## src/rtl/bbc_mem_pkg.sv

```systemverilog
// Shared constants, slot types and address-mapping helpers for the bbc SRAM controller.
package bbc_mem_pkg;

  localparam int unsigned PHASES   = 16;
  localparam int unsigned SLOT_LEN = 4;

  localparam logic [15:0] BANK_BASE = 16'h8000;
  localparam logic [15:0] MOS_BASE  = 16'hC000;

  typedef enum logic [1:0] {
    SLOT_IDLE,
    SLOT_CPU,
    SLOT_VID
  } slot_e;

  // Sideways window goes to the upper half of the SRAM, everything else maps flat.
  function automatic logic [18:0] map_cpu_addr(input logic [15:0] adr, input logic [3:0] romsel);
    if (adr >= BANK_BASE && adr < MOS_BASE) begin
      return {1'b1, romsel, adr[13:0]};
    end
    return {3'b000, adr};
  endfunction

  function automatic logic [18:0] map_vid_addr(input logic [14:0] vadr);
    return {4'b0000, vadr};
  endfunction

  // Which slot a phase belongs to; offsets wrap modulo 16.
  function automatic slot_e slot_of(input logic [3:0] ph, input logic [3:0] cpu_first,
                                    input logic [3:0] vid_first);
    logic [3:0] dc;
    logic [3:0] dv;
    dc = ph - cpu_first;
    dv = ph - vid_first;
    if (dc < 4'(SLOT_LEN)) return SLOT_CPU;
    if (dv < 4'(SLOT_LEN)) return SLOT_VID;
    return SLOT_IDLE;
  endfunction

endpackage

```

## src/rtl/bbc_mem_map.sv

```systemverilog
// CPU address decoder: 6502 address + ROMSEL -> SRAM address and write permission.
module bbc_mem_map
  import bbc_mem_pkg::*;
#(
  parameter logic [15:0] SWRAM_MASK = 16'h00F0
) (
  input  logic [15:0] adr_i,
  input  logic [3:0]  romsel_i,
  output logic [18:0] sram_a_o,
  output logic        write_ok_o
);

  // RAM is always writable, sideways banks only when enabled, MOS never.
  always_comb begin
    sram_a_o   = map_cpu_addr(adr_i, romsel_i);
    write_ok_o = 1'b0;
    if (adr_i < BANK_BASE) begin
      write_ok_o = 1'b1;
    end else if (adr_i < MOS_BASE) begin
      write_ok_o = SWRAM_MASK[romsel_i];
    end
  end

endmodule

```

## src/rtl/bbc_sram_ctrl.sv

```systemverilog
// SRAM responder: CPU and video slots time-multiplexed inside each 16-clock CPU cycle.
module bbc_sram_ctrl
  import bbc_mem_pkg::*;
#(
  parameter int unsigned ADDR_W     = 19,
  parameter logic [15:0] SWRAM_MASK = 16'h00F0,
  parameter int unsigned CPU_PH     = 1,
  parameter int unsigned VID_PH     = 9
) (
  input  logic              CLOCK,
  input  logic              nRESET,
  input  logic              MEM_SYNC,
  input  logic [15:0]       MEM_ADR,
  input  logic              MEM_WE,
  input  logic [7:0]        MEM_DO,
  input  logic [3:0]        ROMSEL,
  output logic [7:0]        MEM_DI,
  input  logic [14:0]       VID_ADR,
  output logic [7:0]        VID_DI,
  output logic [ADDR_W-1:0] SRAM_A,
  output logic [7:0]        SRAM_DO,
  output logic              SRAM_DQ_OE,
  input  logic [7:0]        SRAM_DI,
  output logic              SRAM_nCE,
  output logic              SRAM_nOE,
  output logic              SRAM_nWE
);

  localparam logic [3:0] CPU_FIRST = 4'(CPU_PH);
  localparam logic [3:0] CPU_LAST  = 4'(CPU_PH + SLOT_LEN - 1);
  localparam logic [3:0] VID_FIRST = 4'(VID_PH);
  localparam logic [3:0] VID_LAST  = 4'(VID_PH + SLOT_LEN - 1);
  localparam logic [3:0] SYNC_PH   = 4'(PHASES - 1);

  logic [3:0]        phase_q, phase_d;
  logic              abort;
  slot_e             slot_d;
  logic [3:0]        cpu_off;
  logic [18:0]       map_a;
  logic              map_wr_ok;
  logic              cpu_wr_q, cpu_wr_d;
  logic [ADDR_W-1:0] sram_a_q, sram_a_d;
  logic [7:0]        sram_do_q, sram_do_d;
  logic              dq_oe_q, dq_oe_d;
  logic              nce_q, nce_d;
  logic              noe_q, noe_d;
  logic              nwe_q, nwe_d;
  logic [7:0]        mem_di_q, mem_di_d;
  logic [7:0]        vid_di_q, vid_di_d;

  bbc_mem_map #(
    .SWRAM_MASK(SWRAM_MASK)
  ) u_map (
    .adr_i     (MEM_ADR),
    .romsel_i  (ROMSEL),
    .sram_a_o  (map_a),
    .write_ok_o(map_wr_ok)
  );

  // Phase advance; an early MEM_SYNC realigns to 0 and aborts the current slot.
  always_comb begin
    phase_d = MEM_SYNC ? '0 : phase_q + 4'd1;
    abort   = MEM_SYNC && (phase_q != SYNC_PH);
  end

  // Strobes are registered from the next phase so they line up with phase_q; the
  // request is sampled on the clock that enters each slot and held for its duration.
  always_comb begin
    slot_d    = slot_of(phase_d, CPU_FIRST, VID_FIRST);
    cpu_off   = phase_d - CPU_FIRST;
    sram_a_d  = sram_a_q;
    sram_do_d = sram_do_q;
    cpu_wr_d  = cpu_wr_q;
    nce_d     = 1'b1;
    noe_d     = 1'b1;
    nwe_d     = 1'b1;
    dq_oe_d   = 1'b0;
    mem_di_d  = mem_di_q;
    vid_di_d  = vid_di_q;

    unique case (slot_d)
      SLOT_CPU: begin
        if (phase_d == CPU_FIRST) begin
          sram_a_d  = ADDR_W'(map_a);
          sram_do_d = MEM_DO;
          cpu_wr_d  = MEM_WE && map_wr_ok;
        end
        nce_d   = 1'b0;
        noe_d   = cpu_wr_d;
        dq_oe_d = cpu_wr_d;
        nwe_d   = !(cpu_wr_d && (cpu_off == 4'd1 || cpu_off == 4'd2));
      end
      SLOT_VID: begin
        if (phase_d == VID_FIRST) begin
          sram_a_d = ADDR_W'(map_vid_addr(VID_ADR));
        end
        nce_d = 1'b0;
        noe_d = 1'b0;
      end
      default: ;
    endcase

    if (!abort && phase_q == CPU_LAST && !cpu_wr_q) begin
      mem_di_d = SRAM_DI;
    end
    if (!abort && phase_q == VID_LAST) begin
      vid_di_d = SRAM_DI;
    end
  end

  // State, SRAM strobe and capture registers.
  always_ff @(posedge CLOCK) begin
    if (!nRESET) begin
      phase_q   <= '0;
      cpu_wr_q  <= 1'b0;
      sram_a_q  <= '0;
      sram_do_q <= '0;
      dq_oe_q   <= 1'b0;
      nce_q     <= 1'b1;
      noe_q     <= 1'b1;
      nwe_q     <= 1'b1;
      mem_di_q  <= '0;
      vid_di_q  <= '0;
    end else begin
      phase_q   <= phase_d;
      cpu_wr_q  <= cpu_wr_d;
      sram_a_q  <= sram_a_d;
      sram_do_q <= sram_do_d;
      dq_oe_q   <= dq_oe_d;
      nce_q     <= nce_d;
      noe_q     <= noe_d;
      nwe_q     <= nwe_d;
      mem_di_q  <= mem_di_d;
      vid_di_q  <= vid_di_d;
    end
  end

  assign MEM_DI     = mem_di_q;
  assign VID_DI     = vid_di_q;
  assign SRAM_A     = sram_a_q;
  assign SRAM_DO    = sram_do_q;
  assign SRAM_DQ_OE = dq_oe_q;
  assign SRAM_nCE   = nce_q;
  assign SRAM_nOE   = noe_q;
  assign SRAM_nWE   = nwe_q;

endmodule

```

## config.mk

```make
export PLATFORM = sky130hd
export DESIGN_NAME = bbc_sram_ctrl
export DESIGN_NICKNAME = d
export VERILOG_FILES = /design/src/rtl/bbc_mem_pkg.sv /design/src/rtl/bbc_mem_map.sv /design/src/rtl/bbc_sram_ctrl.sv
export SDC_FILE = /design/constraint.sdc
export NUM_CORES = 1
export LEC_CHECK = 0
export CAP_MARGIN = 10
export CORE_ASPECT_RATIO = 2
export CORE_MARGIN = 5
export CORE_UTILIZATION = 36
export CTS_BUF_LIST = sky130_fd_sc_hd__clkbuf_16
export DETAILED_ROUTE_END_ITERATION = 10
export GPL_ROUTABILITY_DRIVEN = 0
export PLACE_DENSITY = 0.75
export SLEW_MARGIN = 20
export SYNTH_ARGS = -nofsm -noshare
export SYNTH_HDL_FRONTEND = slang
export SYNTH_SLANG_ARGS = --single-unit
```

## constraint.sdc

```tcl
create_clock -name CLOCK -period 2.2 [get_ports CLOCK]
set_input_delay 0.44 -clock CLOCK [delete_from_list [all_inputs] [get_ports CLOCK]]
set_output_delay 0.44 -clock CLOCK [all_outputs]
set_load 0.02 [all_outputs]
```

==> metrics <==
status complete, no violations; critical path startpoint category input pin; clock skew 0.007472 ns; die height about 120 um; core area 0.005758 mm^2; Final Cycle Share 0.9773; die width 64.42 um; die area 0.007654 mm^2; Detail Placement HPWL 4573 um; most numerous cell in the Yosys netlist dfxtp_1; CTS tree yes; fin. max-slew vios 0; top cells by count, synth dfxtp_1 (52), mux2i_1 (41), nor2_1 (33); Worst VDD drop between 0.0003 and 0.0004 V; WHS Path Cells 2; XOR/XNOR Fraction of Synth Area 0.01232; Leakage about 1.4 nW; number of flops mapped to enable cells by yosys 0; Synth-to-Final Area Change 63.62%; final core occ 0.6058; # clock sinks 52; register area share after synthesis 0.4883; drt pass-1 iters 5; CP endpoint kind flop; depth of the CTS H-tree 2; Final Hold Viols 0; Vias 1959; combinational family with the most area after synthesis multiplexers; clock root cell clkbuf_16; net count after synthesis 277; Placed Cells ~390; Final Non-Filler Cells a little under 400; Main synth FF type dfxtp_1; final setup vio count 0; sequential cell area 0.001041 mm^2; sequential fraction of design power 0.441; final WL slightly below 6000 um; Synth Warn # 0; number of remaining DRC errors 0; post-synthesis mux area share 0.1925; Total Routing Usage GR 0.1546; Worst Tran Pin Value 0.4123 ns; crit path kind input pin to flop; combinational group share of total power 0.179; global route total overflow 0; hold slack 0.4726 ns; relative slew slack 0.7172; Initial Util 0.3703; nets@finish 390; vias in the first global route 1993; final instance area 0.003488 mm^2; total CTS buffers 5; RSZ-0062 raised after global routing false; Async SR Flop Fraction 0; max frequency 0.4651 GHz; Crit path arrival time 2.31 ns; Synth Area in Compound Gates 0.1133; worst r2r path cells 6; Distinct cells, synth 35; required time worst endpoint approximately 2.4 ns; Yosys top cell area share 0.4883; share of cells above drive strength 1 0.1078; I/O pin count 102; Routed Antenna Nets 0; synthesized cell area 0.002132 mm^2; drt wl/cell 14.74 um; n_diodes 0; Pwr Density 654.0 mW/mm^2; largest net degree at the start of global routing 29; IO Port Bufs 101; Synth Area in Simple Gates 0.1285; clock network power share 0.381; register clock-pin slew on the reported worst setup and hold paths 0.07 ns; sw frac 0.2339; Cells after Synth 220; Net Switching ~530 uW; Setup TNS 0 ns; hold buffer count at CTS 0; Clock Path Buffers 2; initial antenna violation count 0; fin crit period 2.150 ns; Int Power about 1.7 mW; Adder-Cell Fraction of Synth Area 0.01174; top post-synthesis cells by area dfxtp_1 (49%), mux2i_1 (19%), nor2_1 (5.8%); DR iter-0 viols between 50 and 60; DP Area 0.003318 mm^2; Clk Latency, worst-skew pair 0.29 ns; Crit Path Max Fanout 2; first-pass GRT wire length 9466 um; number of core rows 39; Avg Vias per Cell between 4 and 5; leading area contributor after synthesis dfxtp_1; fillers 499; Synth Area per Inst slightly below 10 um^2; Synth Register Bits 52; Hold Crit Class flop to flop; max-cap violations 0; multi-input combinational cell area around 0.0010 mm^2
[registers in the layout, indices dropped and copies added, names as in the netlist]
register,flops
MEM_DI,8
SRAM_nWE,1
SRAM_DQ_OE,1
VID_DI,8
SRAM_nCE,1
SRAM_DO,8
cpu_wr_q,1
phase_q,4
SRAM_A,19
SRAM_nOE,1
[cell usage in the layout, fill, tap and decap left out, types with 3 or more instances in the layout]
cell	Yosys	final
inv_1	7	7
clkbuf_16	0	5
dfxtp_1	52	52
nand2_1	6	6
nand3_1	4	4
o21ai_0	15	15
buf_4	1	19
o22ai_1	3	3
clkdlybuf4s50_1	0	101
nor2_1	33	32
mux2i_1	41	40
a21oi_1	17	17
[stage by stage]
| stage | power (mW) | setup slack [ns] |
|---|---|---|
| detailed placement | 1.439 | -0.2859 |
| global route | 2.379 | 0.03003 |
| global placement | 1.431 | -0.2775 |
| floorplan | 1.209 | 0.01757 |
| CTS | 2.310 | 0.002574 |
| finish | 2.281 | 0.04996 |
[worst paths after layout]
kind              startpoint    endpoint  slack, ns
setup reg to reg  phase_q[1]    SRAM_nWE       0.09
setup / recovery   ROMSEL[2]    SRAM_nWE       0.05
hold / removal    SRAM_A[18]  SRAM_A[18]       0.47
hold reg to reg   SRAM_A[18]  SRAM_A[18]       0.47
[worst max-delay path: stages]
cell and delay (ns):
clkdlybuf4s50_1 0.47, or3b_4 0.39, a2111o_1 0.37, o311a_2 0.14, or4b_4 0.50
[power by group through the flow]
stage	sequential, mW	combinational (mW)	clock (mW)
after global routing	1.01	0.438	0.931
after global placement	1.03	0.405	0
after floorplan	1.08	0.131	0
after detailed placement	1.03	0.412	0
final	1.01	0.408	0.868
after CTS	1.01	0.414	0.891
[metal layers]
metal	vias up	wire, um	track usage
met3	5	489	0.05085
li1	993	-	-
met4	0	87	0.05563
met2	76	3114	0.2940
met5	-	0	0
met1	885	2132	0.1498
[area by class of cell]
class | instances | share of cell area
sequential | 52 | 0.2984
clock inverter | 3 | 0.01220
multi-input combinational | 146 | 0.2877
clock buffer | 5 | 0.03587
tap | 61 | 0.02188
inverter | 7 | 0.007532
timing repair buffer | 121 | 0.3364
[timing repair]
action,4_1_cts,5_1_grt
buffers inserted,0,0
resized for setup,0,1
setup endpoints to repair,0,1
hold endpoints to repair,0,0
[logic make-up after synthesis]
logic type / Yosys count
flip-flops: 52
adder cells (fa/ha/maj): 2
XOR/XNOR: 3
AND/OR/NAND/NOR: 58
buffers and inverters: 22
multiplexers: 41
AO/OA/AOI/OAI: 42
(Power assumes the default switching activity.)
